==> src/rtl/alu_pkg.sv <==
// Shared ALU definitions: logic-unit opcodes and the bitwise evaluation function.
// Used by logic_unit_core and by logic_unit_pipe.
package alu_pkg;

   localparam int OP_W    = 3;
   // Native width of logic_eval; wider datapaths are evaluated in slices.
   localparam int LOGIC_W = 64;

   typedef enum logic [OP_W-1:0] {
      OP_NAND  = 3'd0,
      OP_AND   = 3'd1,
      OP_OR    = 3'd2,
      OP_NOR   = 3'd3,
      OP_XOR   = 3'd4,
      OP_XNOR  = 3'd5,
      OP_NOT_A = 3'd6,
      OP_PASS_A = 3'd7
   } op_e;

   function automatic logic [LOGIC_W-1:0] logic_eval(input op_e op,
                                                     input logic [LOGIC_W-1:0] a,
                                                     input logic [LOGIC_W-1:0] b);
      logic [LOGIC_W-1:0] r;
      case (op)
         OP_NAND:  r = ~(a & b);
         OP_AND:   r = a & b;
         OP_OR:    r = a | b;
         OP_NOR:   r = ~(a | b);
         OP_XOR:   r = a ^ b;
         OP_XNOR:  r = ~(a ^ b);
         OP_NOT_A: r = ~a;
         default:  r = a;
      endcase
      return r;
   endfunction

endpackage

==> src/rtl/logic_unit_core.sv <==
// Combinational WIDTH-bit bitwise evaluator built on alu_pkg::logic_eval.
// Any WIDTH >= 1 is supported by evaluating the operands in LOGIC_W-bit slices.
module logic_unit_core
   import alu_pkg::*;
#(
   parameter int WIDTH = 4
) (
   input  logic [OP_W-1:0]  op_i,
   input  logic [WIDTH-1:0] a_i,
   input  logic [WIDTH-1:0] b_i,
   output logic [WIDTH-1:0] y_o
);

   localparam int N_CHUNK = (WIDTH + LOGIC_W - 1) / LOGIC_W;

   // Every function is bitwise, so slicing the operands changes nothing.
   for (genvar c = 0; c < N_CHUNK; c++) begin : g_chunk
      localparam int LO = c * LOGIC_W;
      localparam int CW = ((WIDTH - LO) < LOGIC_W) ? (WIDTH - LO) : LOGIC_W;

      assign y_o[LO +: CW] = CW'(logic_eval(op_e'(op_i),
                                            LOGIC_W'(a_i[LO +: CW]),
                                            LOGIC_W'(b_i[LO +: CW])));
   end

endmodule

==> src/rtl/logic_unit_pipe.sv <==
// Two-stage pipelined bitwise logic unit with valid/ready flow control and chain mode.
// Define LOGIC_UNIT_FLAGS_EN to add the registered zero/parity result flags.
module logic_unit_pipe
   import alu_pkg::*;
#(
   parameter int WIDTH = 4
) (
   input  logic             clk,
   input  logic             rst_n,
   input  logic             in_valid,
   output logic             in_ready,
   input  logic [OP_W-1:0]  op,
   input  logic             chain,
   input  logic [WIDTH-1:0] a,
   input  logic [WIDTH-1:0] b,
   output logic             out_valid,
   input  logic             out_ready,
`ifdef LOGIC_UNIT_FLAGS_EN
   output logic             zero,
   output logic             parity,
`endif
   output logic [WIDTH-1:0] y
);

   logic             s1_v_q, s1_v_d;
   logic [OP_W-1:0]  s1_op_q;
   logic             s1_chain_q;
   logic [WIDTH-1:0] s1_a_q, s1_b_q;

   logic             s2_v_q, s2_v_d;
   logic [WIDTH-1:0] y_q, y_d;
   logic [WIDTH-1:0] chain_q, chain_d;

   logic             s2_can_load;
   logic             s1_adv;
   logic             in_acc;
   logic [WIDTH-1:0] eff_b;
   logic [WIDTH-1:0] core_y;

   assign s2_can_load = !s2_v_q || out_ready;
   assign s1_adv      = s1_v_q && s2_can_load;
   assign in_ready    = !s1_v_q || s2_can_load;
   assign in_acc      = in_valid && in_ready;

   // chain_q always holds the result of the op that entered S2 just before S1's op.
   assign eff_b = s1_chain_q ? chain_q : s1_b_q;

   logic_unit_core #(
      .WIDTH (WIDTH)
   ) u_core (
      .op_i (s1_op_q),
      .a_i  (s1_a_q),
      .b_i  (eff_b),
      .y_o  (core_y)
   );

   // NOTE: every always_comb output gets a default first, so no path can infer a latch.
   always_comb begin
      s1_v_d  = s1_v_q;
      s2_v_d  = s2_v_q;
      y_d     = y_q;
      chain_d = chain_q;

      if (in_acc) begin
         s1_v_d = 1'b1;
      end else if (s1_adv) begin
         s1_v_d = 1'b0;
      end

      if (s2_can_load) begin
         s2_v_d = s1_v_q;
         if (s1_v_q) begin
            y_d     = core_y;
            chain_d = core_y;
         end
      end
   end

   // NOTE: sequential state uses non-blocking assignments so all registers update together.
   always_ff @(posedge clk or negedge rst_n) begin
      if (!rst_n) begin
         s1_v_q  <= 1'b0;
         s2_v_q  <= 1'b0;
         y_q     <= '0;
         chain_q <= '0;
      end else begin
         s1_v_q  <= s1_v_d;
         s2_v_q  <= s2_v_d;
         y_q     <= y_d;
         chain_q <= chain_d;
      end
   end

   // NOTE: S1 payload is only ever read while s1_v_q is set, so it carries no reset.
   always_ff @(posedge clk) begin
      if (in_acc) begin
         s1_op_q    <= op;
         s1_chain_q <= chain;
         s1_a_q     <= a;
         s1_b_q     <= b;
      end
   end

   assign out_valid = s2_v_q;
   assign y         = y_q;

`ifdef LOGIC_UNIT_FLAGS_EN
   logic zero_q, parity_q;

   always_ff @(posedge clk or negedge rst_n) begin
      if (!rst_n) begin
         zero_q   <= 1'b1;
         parity_q <= 1'b0;
      end else if (s1_adv) begin
         zero_q   <= ~|core_y;
         parity_q <= ^core_y;
      end
   end

   assign zero   = zero_q;
   assign parity = parity_q;
`endif

endmodule

==> config.mk <==
export PLATFORM = sky130hd
export DESIGN_NAME = logic_unit_pipe
export DESIGN_NICKNAME = d
export VERILOG_FILES = /design/src/rtl/alu_pkg.sv /design/src/rtl/logic_unit_core.sv /design/src/rtl/logic_unit_pipe.sv
export SDC_FILE = /design/constraint.sdc
export NUM_CORES = 1
export LEC_CHECK = 0
export ABC_CLOCK_PERIOD_IN_PS = 2500
export BUFFER_PORTS_ARGS = -buffer_cell sky130_fd_sc_hd__buf_2
export CELL_PAD_IN_SITES_DETAIL_PLACEMENT = 2
export CELL_PAD_IN_SITES_GLOBAL_PLACEMENT = 2
export CORE_MARGIN = 2
export CORE_UTILIZATION = 34
export DETAILED_ROUTE_END_ITERATION = 10
export PLACE_DENSITY = 0.77
export SYNTH_ARGS = -nofsm -noshare
export SYNTH_HDL_FRONTEND = slang
export SYNTH_SLANG_ARGS = --single-unit
==> constraint.sdc <==
create_clock -name clk -period 2.5 [get_ports clk]
set_input_delay 0.25 -clock clk [delete_from_list [all_inputs] [get_ports clk]]
set_output_delay 0.25 -clock clk [all_outputs]
set_load 0.005 [all_outputs]
# After elaboration in Yosys (flattened, before gate mapping)
# Index checks and enable logic that the tools add are counted.
[word_totals] register_bits=18 in_bits=16 out_inout_bits=6 word_cells=33
[classes] n_bitwise=7 eq_ne=6 reduce_logical=9 mux=4
[ops] op="$pmux W4 S7" count=1
[ops] op="$not A4 Y4" count=4
[ops] op="$eq A3 B3 Y1 const B" count=3
[ops] op="$eq A3 B2 Y1 const B" count=2
[ops] op="$and A4 B4 Y4" count=1
[ops] op="$mux W4" count=1
[ops] op="$or A4 B4 Y4" count=1
[ops] op="$xor A4 B4 Y4" count=1
[ops] op="$eq A3 B1 Y1 const B" count=1
[ops] op="$logic_not A3 Y1" count=1
[ops] op="$logic_and A1 B1 Y1" count=2
[ops] op="$logic_not A1 Y1" count=2
[ops] op="$logic_or A1 B1 Y1" count=2
[ops] op="$mux W1" count=2
[ops] op="$reduce_and A2 Y1" count=1
[ops] op="$reduce_bool A2 Y1" count=1

# Depth between registers and ports, before layout
# Gate-level depths: netlist (run 1).
[depth] word_depth=5 ltp_mapped=8 depth_no_buf=7

# By module
# Synthesis (run 1) repeated with hierarchy kept, for this count alone.
[hier_totals] hier_cells=61 hier_area_um2=942.2
[by_module_without_submodules] module="logic_unit_pipe" area_each_um2=668.1 n_inst=1 cells_per_inst=32 seq_area_each_um2=510.5
[by_module_without_submodules] module="logic_unit_core" area_each_um2=274.0 n_inst=1 cells_per_inst=29 seq_area_each_um2=0.0

# Worst setup path before layout (run 1)
# No wires, ideal clock.
[synth_timing] path_type="reg-to-reg" from="reg s1_chain_q" to="reg chain_q[1]" required_ps=2379 period_less_slack_ps=1748 setup_ps=121 arrival_time_ps=1627 slack_ps=752 stages_incl_launch_ff=9 n_path_buf=1 cell_sequence="edfxtp_1 > clkbuf_1 > mux2i_1 > inv_1 > ha_1 > nor3b_1 > o31ai_1 > o211ai_1 > a22o_1"
[synth_via] elab_chain_len=4 word_cells_on_any_way=8 classes_between="2 x mux; 6 x bitwise"
[synth_lines] item="start, declared" line_no="logic_unit_pipe.sv:27" source="logic s1_chain_q;"
[synth_lines] item="start signal, assigned" line_no="logic_unit_pipe.sv:98" source="s1_chain_q <= chain;"
[synth_lines] item="$mux W4 *" line_no="logic_unit_pipe.sv:46" source="assign eff_b = s1_chain_q ? chain_q : s1_b_q;"
[synth_lines] item="$xor A4 B4 Y4, or another cell as far along" line_no="alu_pkg.sv:29, alu_pkg.sv:30"
[synth_lines] item="$not A4 Y4, on equally long branches" line_no="alu_pkg.sv:30, alu_pkg.sv:25, alu_pkg.sv:28"
[synth_lines] item="$pmux W4 S7 *" line_no="alu_pkg.sv:24" source="case (op)"
[synth_lines] item="end signal, assigned" line_no="logic_unit_pipe.sv:90" source="chain_q <= chain_d;"
[synth_lines] item="end, declared" line_no="logic_unit_pipe.sv:32" source="logic [WIDTH-1:0] chain_q, chain_d;"
# Mark *: on every way between the ends. The rest lies on a longest branch, timed or not.
# A chain may end at the register's enable or synchronous reset.

# Worst setup path after layout (run 1)
[layout_timing] from="reg s1_chain_q" to="reg chain_q[0]"
# The elaborated chain is that of the path after synthesis.

==> impl_results.md, run 1 <==
* Instance count along the most critical hold path at 1
* Latest clock arrival within the worst-skew pair at 0.30 ns
* Number of H-tree branching levels at 1
* Leading cell types in the layout, fill and taps excluded: sky130_fd_sc_hd__buf_2 (21), sky130_fd_sc_hd__edfxtp_1 (12), sky130_fd_sc_hd__inv_1 (9)
* Post-CTS Repair Setup Buffers at 0
* Worst slew pin tran at 0.717 ns
* Starting density of the core at 0.349
* Clock Sink Count at 18
* Crit Path Max Fanout at 4
* Max rail drop VDD at 381 uV
* Vertical die dimension at 59.3 um
* First-pass GRT wire length at 4310 um
* Headroom to the max-slew limit at 0.522
* Post-layout total power at a little over 700 uW
* I/O Buffers at 21
* Power per cell area at ~600 mW/mm^2
* GPL Wtd Cong at 0.670
* Worst reg2reg path startpoint: s1_chain_q$_DFFE_PP_
* Status: finished clean
* Total wire length at about 2600 um
* Static power due to leakage at 0.000538 uW
* Post-DRT Antenna Nets at 0
* Final setup violation count at 0
* Aggregate negative setup slack at 0 ns
* Via density at 5.25
* Part of the Yosys area used for sequential elements at 0.492
* Final max-slew violation count at 0
* Required time of the critical path at 2.69 ns
* Setup repair after global routing missed its margin: false
* Netlist area before placement at 0.00104 mm^2
* Mux share of post-synthesis cell area at 0.0892
* Biggest cell delay along the critical path at 0.49 ns
* Total Routing Usage GR at 0.170
* Core Region at 0.00298 mm^2
* Register bit count reported by yosys at 18
* Class of the worst hold path: in2reg
* Crit start category: flop
* FF/Latch Area at just over 500 um^2
* Post-synthesis area per instance at 11.3 um^2
* Gate count of the mapped netlist at roughly 90
* Yosys warns at 0
* Adder-cell share of the synthesized area at 0.0964
* Slowest library cell on the worst path: sky130_fd_sc_hd__edfxtp_1
* DR WL/cell at approximately 18 um
* Post-detailed-route DRC marker count at 0
* Total via count after detailed routing at 767
* Pin count of the biggest net entering global routing at 21
* Slack of the worst reg-to-reg path at between 0.4 and 0.5 ns
* Number of max-cap violations at 0
* Worst EP arrival at 2.26 ns
* Die width at 59.3 um
* Remaining global-route overflow at 0
* Number of iterations in the first detailed-routing pass at 4
* Buffer cell driving the clock tree root: sky130_fd_sc_hd__clkbuf_4
* Initial antenna violation count at 0
* Cells along the critical path: mux2i_1 > inv_1 > ha_1 > nor3b_1 > o31ai_1 > o211ai_1 > a22o_1
* WS Path Type: reg2reg
* Hold Path End: s1_b_q[1]$_DFFE_PP_
* Post-synthesis share of cell area spent on xor and xnor gates at 0.00843
* Layout net count at 138
* Cell Rows at 20
* Reg2reg end: chain_q[0]$_DFFE_PN0P_
* Syn-to-layout area delta at 14.1%
* Fraction of final layout cells sized beyond drive strength 1 at 0.221
* Fill cells at 309
* Number of global-route vias before repair at 888
* Area of the die at ~0.0035 mm^2
* Largest family of logic cells by synthesized area: simple AND/OR/NAND/NOR gates
* CP Capture Type: flop
* Final period demand of the worst path at 2.06 ns
* Worst Reg-to-Reg Cells at 7
* Startpoint of the most critical hold path: b[1]
* Iteration-0 DRC Markers at 6
* TritonCTS Buffers at 3
* Area of the multi-input gates at 458 um^2
* Post-Syn Nets at 116
* Count of boundary I/O pins at 22
* Most common cell after layout, fill and taps aside: sky130_fd_sc_hd__buf_2
* Final Hold Viols at 0
* Buffer levels on the longest clock path at 2
* Ant diodes at 0
* Number of different library cells in the post-synthesis netlist at 25
* Area fraction in compound gates after synthesis at 0.110
* Tcrit/Tclk final at 0.825
* Worst clock skew at 0.000806 ns
* Post-synthesis share of cell area spent on and, or, nand and nor gates at 0.137
* Estimated wirelength of the detail-placed design at 1940 um
* Clock tree from TritonCTS: built
* Register clock-pin slew on the reported worst setup and hold paths at ~0.1 ns
* Maximum clock frequency at between 400 and 500 MHz
==> cells in the mapped netlist <==
master	n	area, um^2
sky130_fd_sc_hd__a21oi_1	3	15.0
sky130_fd_sc_hd__a22o_1	3	26.3
sky130_fd_sc_hd__and2_1	1	6.26
sky130_fd_sc_hd__buf_2	2	10.0
sky130_fd_sc_hd__buf_6	2	22.5
sky130_fd_sc_hd__clkbuf_1	1	3.75
sky130_fd_sc_hd__dfrtp_1	6	150
sky130_fd_sc_hd__edfxtp_1	12	360
sky130_fd_sc_hd__ha_1	8	100
sky130_fd_sc_hd__inv_1	9	33.8
sky130_fd_sc_hd__mux2i_1	7	70.1
sky130_fd_sc_hd__mux4_2	1	22.5
sky130_fd_sc_hd__nand2_1	2	7.51
sky130_fd_sc_hd__nand2b_1	3	18.8
sky130_fd_sc_hd__nand3_1	4	20.0
sky130_fd_sc_hd__nand3b_1	1	7.51
sky130_fd_sc_hd__nor2_1	7	26.3
sky130_fd_sc_hd__nor2b_1	3	18.8
sky130_fd_sc_hd__nor3_1	3	15.0
sky130_fd_sc_hd__nor3b_1	3	22.5
sky130_fd_sc_hd__o211ai_1	3	22.5
sky130_fd_sc_hd__o21a_1	3	22.5
sky130_fd_sc_hd__o21ai_1	1	5.00
sky130_fd_sc_hd__o31ai_1	3	22.5
sky130_fd_sc_hd__xor2_1	1	8.76
==> what timing repair did <==
| item | CTS | global route |
|---|---|---|
| gates resized for setup | 0 | 0 |
| endpoints found under the setup margin | 0 | 0 |
| hold endpoints to repair | 6 | 0 |
| hold buffers | 1 | 0 |
==> worst max-delay path, delay by kind of cell (launching register included) <==
kind | cells | cell delay [ns]
and+or+nand+nor | 1 | 0.14
buffers and inverters | 1 | 0.10
muxes | 1 | 0.37
AOI/OAI and AO/OA | 3 | 0.64
adders and majority gates | 1 | 0.22
DFF | 1 | 0.49
==> layer usage <==
metal | vias up | GRT usage | share of wire
li1 | 367 | - | -
met1 | 384 | 0.205 | 0.43
met2 | 11 | 0.300 | 0.53
met3 | 5 | 0.0218 | 0.018
met4 | 0 | 0.0779 | 0.021
met5 | - | 0 | 0
==> cell type report <==
type                    instances  share of cell area
inverters                       9              0.0285
well taps                      33              0.0348
flip-flops and latches         18               0.431
repair buffers                 22              0.0971
clock buffers                   4              0.0222
multi-input cells              60               0.386
==> sequential cells by signal, summed over array words and instances, names as in the netlist <==
name / flops
chain_q: 4
out_valid: 1
s1_a_q: 4
s1_b_q: 4
s1_chain_q: 1
s1_op_q: 3
s1_v_q: 1
==> per-stage QoR <==
step	cells	hold WS, ns	setup slack, ns	area (um^2)	utilization
2_1_floorplan	92	-0.0456	0.752	1040	-
3_3_place_gp	141	0.0935	0.611	1150	0.386
3_5_place_dp	141	0.0919	0.477	1150	0.386
4_1_cts	146	0.114	0.433	1180	0.398
5_1_grt	146	0.109	0.359	1180	0.398
6_report	146	0.121	0.436	1180	0.398
==> where the power goes <==
group | switching, uW | total [uW] | internal, uW | leakage, uW
registers | 37.8 | 390 | 352 | 0.000186
logic | 82.9 | 165 | 82.4 | 0.000337
clock network | 89.7 | 152 | 62.2 | 0.0000150
total | 210 | 707 | 497 | 0.000538
==> cell families (layout without fill, tap and decap cells) <==
kind of cell | after synthesis | count (layout)
adder cells (fa/ha/maj) | 8 | 8
AND/OR/NAND/NOR | 27 | 27
flip-flops | 18 | 18
buffers and inverters | 14 | 35
XOR/XNOR | 1 | 1
multiplexers | 8 | 8
AO/OA/AOI/OAI | 16 | 16
==> how the worst max path moves through the flow <==
stage	depth (start not counted)	slack (ns)	end	start
final	7	0.44	chain_q[0]$_DFFE_PN0P_	s1_chain_q$_DFFE_PP_
after global routing	7	0.36	chain_q[0]$_DFFE_PN0P_	s1_chain_q$_DFFE_PP_
after CTS	7	0.43	chain_q[0]$_DFFE_PN0P_	s1_chain_q$_DFFE_PP_
after floorplan	8	0.75	chain_q[1]$_DFFE_PN0P_	s1_chain_q$_DFFE_PP_
after global placement	7	0.61	chain_q[0]$_DFFE_PN0P_	s1_chain_q$_DFFE_PP_
after detailed placement	7	0.48	chain_q[0]$_DFFE_PN0P_	s1_chain_q$_DFFE_PP_
Note: power is estimated with default switching activity, not from simulation.
==> inputs of run 2 (changes only) <==
ABC_AREA = 1   (was unset)
ABC_CLOCK_PERIOD_IN_PS = 1700   (was 2500)
CORE_UTILIZATION = 28   (was 34)
PLACE_DENSITY = 0.74   (was 0.77)
clock period = 1.7 ns   (was 2.5 ns; I/O delays follow)
==> impl_results.md, run 2 <==
* Fraction of final layout cells sized beyond drive strength 1 at 0.189
* Adder-cell share of the synthesized area at 0.0891
* Slowest library cell on the worst path: sky130_fd_sc_hd__edfxtp_1
* Status: finished clean
* Starting density of the core at 0.285
* Headroom to the max-slew limit at 0.687
* Finished Layout Cells at 214
* Total via count after detailed routing at 1017
* Iteration-0 DRC Markers at 30
* Maximum clock frequency at 591 MHz
* Cells along the critical path: nand2_1 > o21ai_1 > ha_1 > inv_1 > nand4_1 > nand2_1 > nor2_1 > nand2_1 > nand2_1 > nand2_1
* Total instance count after detailed placement at 209
* Cell Rows at 23
* Netlist area before placement at 0.00112 mm^2
* Post-synthesis share of cell area spent on and, or, nand and nor gates at 0.304
* Remaining global-route overflow at 0
* Standard cell area after detailed placement at 0.00128 mm^2
* Power per cell area at 952 mW/mm^2
* Max rail drop VDD at 525 uV
* Worst reg2reg path startpoint: s1_chain_q$_DFFE_PP_
* Prevailing post-synth register cell: sky130_fd_sc_hd__edfxtp_1
* Setup Slack @ Placement at -0.0219 ns
* Crit start category: flop
* Layout net count at 189
* Most repeated cell in the gate-level netlist after synthesis: sky130_fd_sc_hd__nand2_1
* Post-DRT Antenna Nets at 0
* Most used cell along the critical path: sky130_fd_sc_hd__nand2_1
* Clock tree from TritonCTS: built
* Number of enable flip-flop cells after synthesis at 12
* Setup repair after global routing missed its margin: true
* Post-detailed-route DRC marker count at 0
* Most common cell after layout, fill and taps aside: sky130_fd_sc_hd__nand2_1
* TritonCTS Buffers at 3
* Biggest cell delay along the critical path at 0.51 ns
* Number of different library cells in the post-synthesis netlist at 19
* Final max-slew violation count at 0
* Area of the die at 0.00454 mm^2
* GPL Wtd Cong at ~0.74
* I/O Buffers at 21
* Area fraction in compound gates after synthesis at 0.0535
* Post-CTS Repair Setup Buffers at 0
* Register clock-pin slew on the reported worst setup and hold paths at 0.07 ns
* Worst clock skew at 0.00441 ns
* Instance count along the most critical hold path at 1
* Number of iterations in the first detailed-routing pass at 4
* Tcrit/Tclk final at 0.995
* Post-synthesis share of cell area spent on xor and xnor gates at 0
* Die width at 67.3 um
* Latest clock arrival within the worst-skew pair at 0.26 ns
* CP Capture Type: flop
* Final setup violation count at 0
* Crit Path Max Fanout at 8
* Ant diodes at 0
* Part of the Yosys area used for sequential elements at 0.454
* Slack of the worst reg-to-reg path at between 0.008 and 0.009 ns
* Buffer levels on the longest clock path at 2
* Largest registers in the final layout: chain_q x4, s1_a_q x4, s1_b_q x4
* Final period demand of the worst path at 1.69 ns
* Family with the most delay on the worst path: simple AND/OR/NAND/NOR gates
* Static power due to leakage at 0.000703 uW
* Post-Syn Nets at around 160
* Startpoint of the most critical hold path: b[3]
* Post-synthesis area per instance at 8.03 um^2
* Mux share of post-synthesis cell area at 0
* Via density at 4.75
* Vertical die dimension at 67.3 um
* Aggregate negative setup slack at 0 ns
* Leading cell types in the layout, fill and taps excluded: sky130_fd_sc_hd__nand2_1 (38), sky130_fd_sc_hd__inv_1 (21), sky130_fd_sc_hd__buf_2 (21)
* Leading cell types by total area after synthesis: sky130_fd_sc_hd__edfxtp_1 (32%), sky130_fd_sc_hd__dfrtp_1 (13%), sky130_fd_sc_hd__nand2_1 (13%), sky130_fd_sc_hd__ha_1 (8.9%), sky130_fd_sc_hd__inv_1 (7.0%)
* Yosys warns at 0
* Total Routing Usage GR at 0.162
* WS Path Type: reg2reg
* Library cell occupying the most area in the post-synthesis netlist: sky130_fd_sc_hd__edfxtp_1
* Number of H-tree branching levels at 1
* Synth cell count leaders: sky130_fd_sc_hd__nand2_1 (38), sky130_fd_sc_hd__inv_1 (21), sky130_fd_sc_hd__nor2_1 (13), sky130_fd_sc_hd__edfxtp_1 (12), sky130_fd_sc_hd__nand3_1 (12)
* Clock Sink Count at 18
* Buffers and inverters on the worst path at 1
* Cell area after layout at around 0.0013 mm^2
* Largest family of logic cells by synthesized area: simple AND/OR/NAND/NOR gates
* Worst EP arrival at approximately 1.9 ns
* Syn-to-layout area delta at 18.9%
* Final Hold Viols at 0
* Total wire length at around 3300 um
* Register bit count reported by yosys at 18
* Fraction of synthesis flops using an asynchronous set or reset pin at 0.333
* Estimated wirelength of the detail-placed design at 2630 um
* Pin count of the biggest net entering global routing at 17
* Area share of the largest cell type after synthesis at 0.321
* Number of max-cap violations at 0
* Core Region at 0.00394 mm^2
* Number of global-route vias before repair at 1115
* Crit path setup slack, layout at between 0.008 and 0.009 ns
* Crit path launch: s1_chain_q$_DFFE_PP_
* Worst slew pin tran at around 0.47 ns
* Instance count on the critical path at 10
* Buffer cell driving the clock tree root: sky130_fd_sc_hd__clkbuf_8
* Gate count of the mapped netlist at 140
* First-pass GRT wire length at 5380 um
* DR WL/cell at 15.2 um
* Worst Reg-to-Reg Cells at 10
* Class of the worst hold path: in2reg
* Count of boundary I/O pins at 22
* Initial antenna violation count at 0
* Required time of the critical path at 1.85 ns
-- run 2: cell types whose count changed after synthesis, moves of 6 or more --
cell / change
sky130_fd_sc_hd__nand3_1: +8
sky130_fd_sc_hd__mux2i_1: -7
sky130_fd_sc_hd__nand2_1: +36
sky130_fd_sc_hd__nand4_1: +7
sky130_fd_sc_hd__inv_1: +12
sky130_fd_sc_hd__o21ai_0: +8
sky130_fd_sc_hd__nor2_1: +6
-- run 2: where the power goes --
part	switching, uW	leakage [uW]	internal, uW
Sequential	55.3	0.000189	538
Clock	145	0.0000231	161
Combinational	230	0.000491	143
-- run 2: metrics by stage --
| stage | hold slack, ns | power [uW] | util |
|---|---|---|---|
| 2_1_floorplan | -0.126 | 815 | - |
| 3_3_place_gp | 0.00747 | 936 | 0.324 |
| 3_5_place_dp | 0.00799 | 971 | 0.324 |
| 4_1_cts | 0.0799 | 1280 | 0.338 |
| 5_1_grt | 0.0725 | 1360 | 0.339 |
| 6_report | 0.0818 | 1270 | 0.339 |
-- run 2: cell type report --
type | instances | area (um^2)
well taps | 50 | 62.6
multi-input cells | 96 | 505
fillers | 454 | 2610
inverters | 22 | 82.6
repair buffers | 24 | 130
clock inverters | 1 | 3.75
flip-flops and latches | 18 | 510
clock buffers | 3 | 41.3
-- run 2: path summary, 6_finish.rpt --
path	to
max in group asynchronous	chain_q[0]$_DFFE_PN0P_
worst min-delay path	s1_b_q[3]$_DFFE_PP_
min in group asynchronous	chain_q[2]$_DFFE_PN0P_
worst max register to register	chain_q[3]$_DFFE_PN0P_
worst min register to register	chain_q[0]$_DFFE_PN0P_
worst max-delay path	chain_q[3]$_DFFE_PN0P_
-- run 2: kinds of logic (layout without fill, tap and decap cells) --
kind of cell / Yosys count / after routing
flip-flops: 18 / 18
adder cells (fa/ha/maj): 8 / 8
AND/OR/NAND/NOR: 76 / 76
buffers and inverters: 26 / 50
AO/OA/AOI/OAI: 12 / 12
-- run 2: timing repair --
action / 4_1_cts / 5_1_grt
pin swaps: 0 / 5
gates resized for setup: 0 / 5
hold buffers: 1 / 0
hold endpoints to repair: 6 / 0
setup endpoints to repair: 2 / 4
-- run 2: metal layers --
metal	routed length [um]	share of wire	up-vias	GRT usage
met2	1680	0.52	18	0.290
met4	57	0.018	0	0.0740
met3	78	0.024	7	0.0267
met1	1440	0.44	493	0.187
met5	0	0	-	0
li1	-	-	499	-
-- run 2: worst reg2reg max path, cell delays in order (launching register included) --
cell and delay [ns]:
sky130_fd_sc_hd__edfxtp_1 0.51, sky130_fd_sc_hd__nand2_1 0.11, sky130_fd_sc_hd__o21ai_1 0.10, sky130_fd_sc_hd__ha_1 0.33, sky130_fd_sc_hd__inv_1 0.06, sky130_fd_sc_hd__nand4_1 0.11, sky130_fd_sc_hd__nand2_1 0.08, sky130_fd_sc_hd__nor2_1 0.10
sky130_fd_sc_hd__nand2_1 0.07, sky130_fd_sc_hd__nand2_1 0.06, sky130_fd_sc_hd__nand2_1 0.05
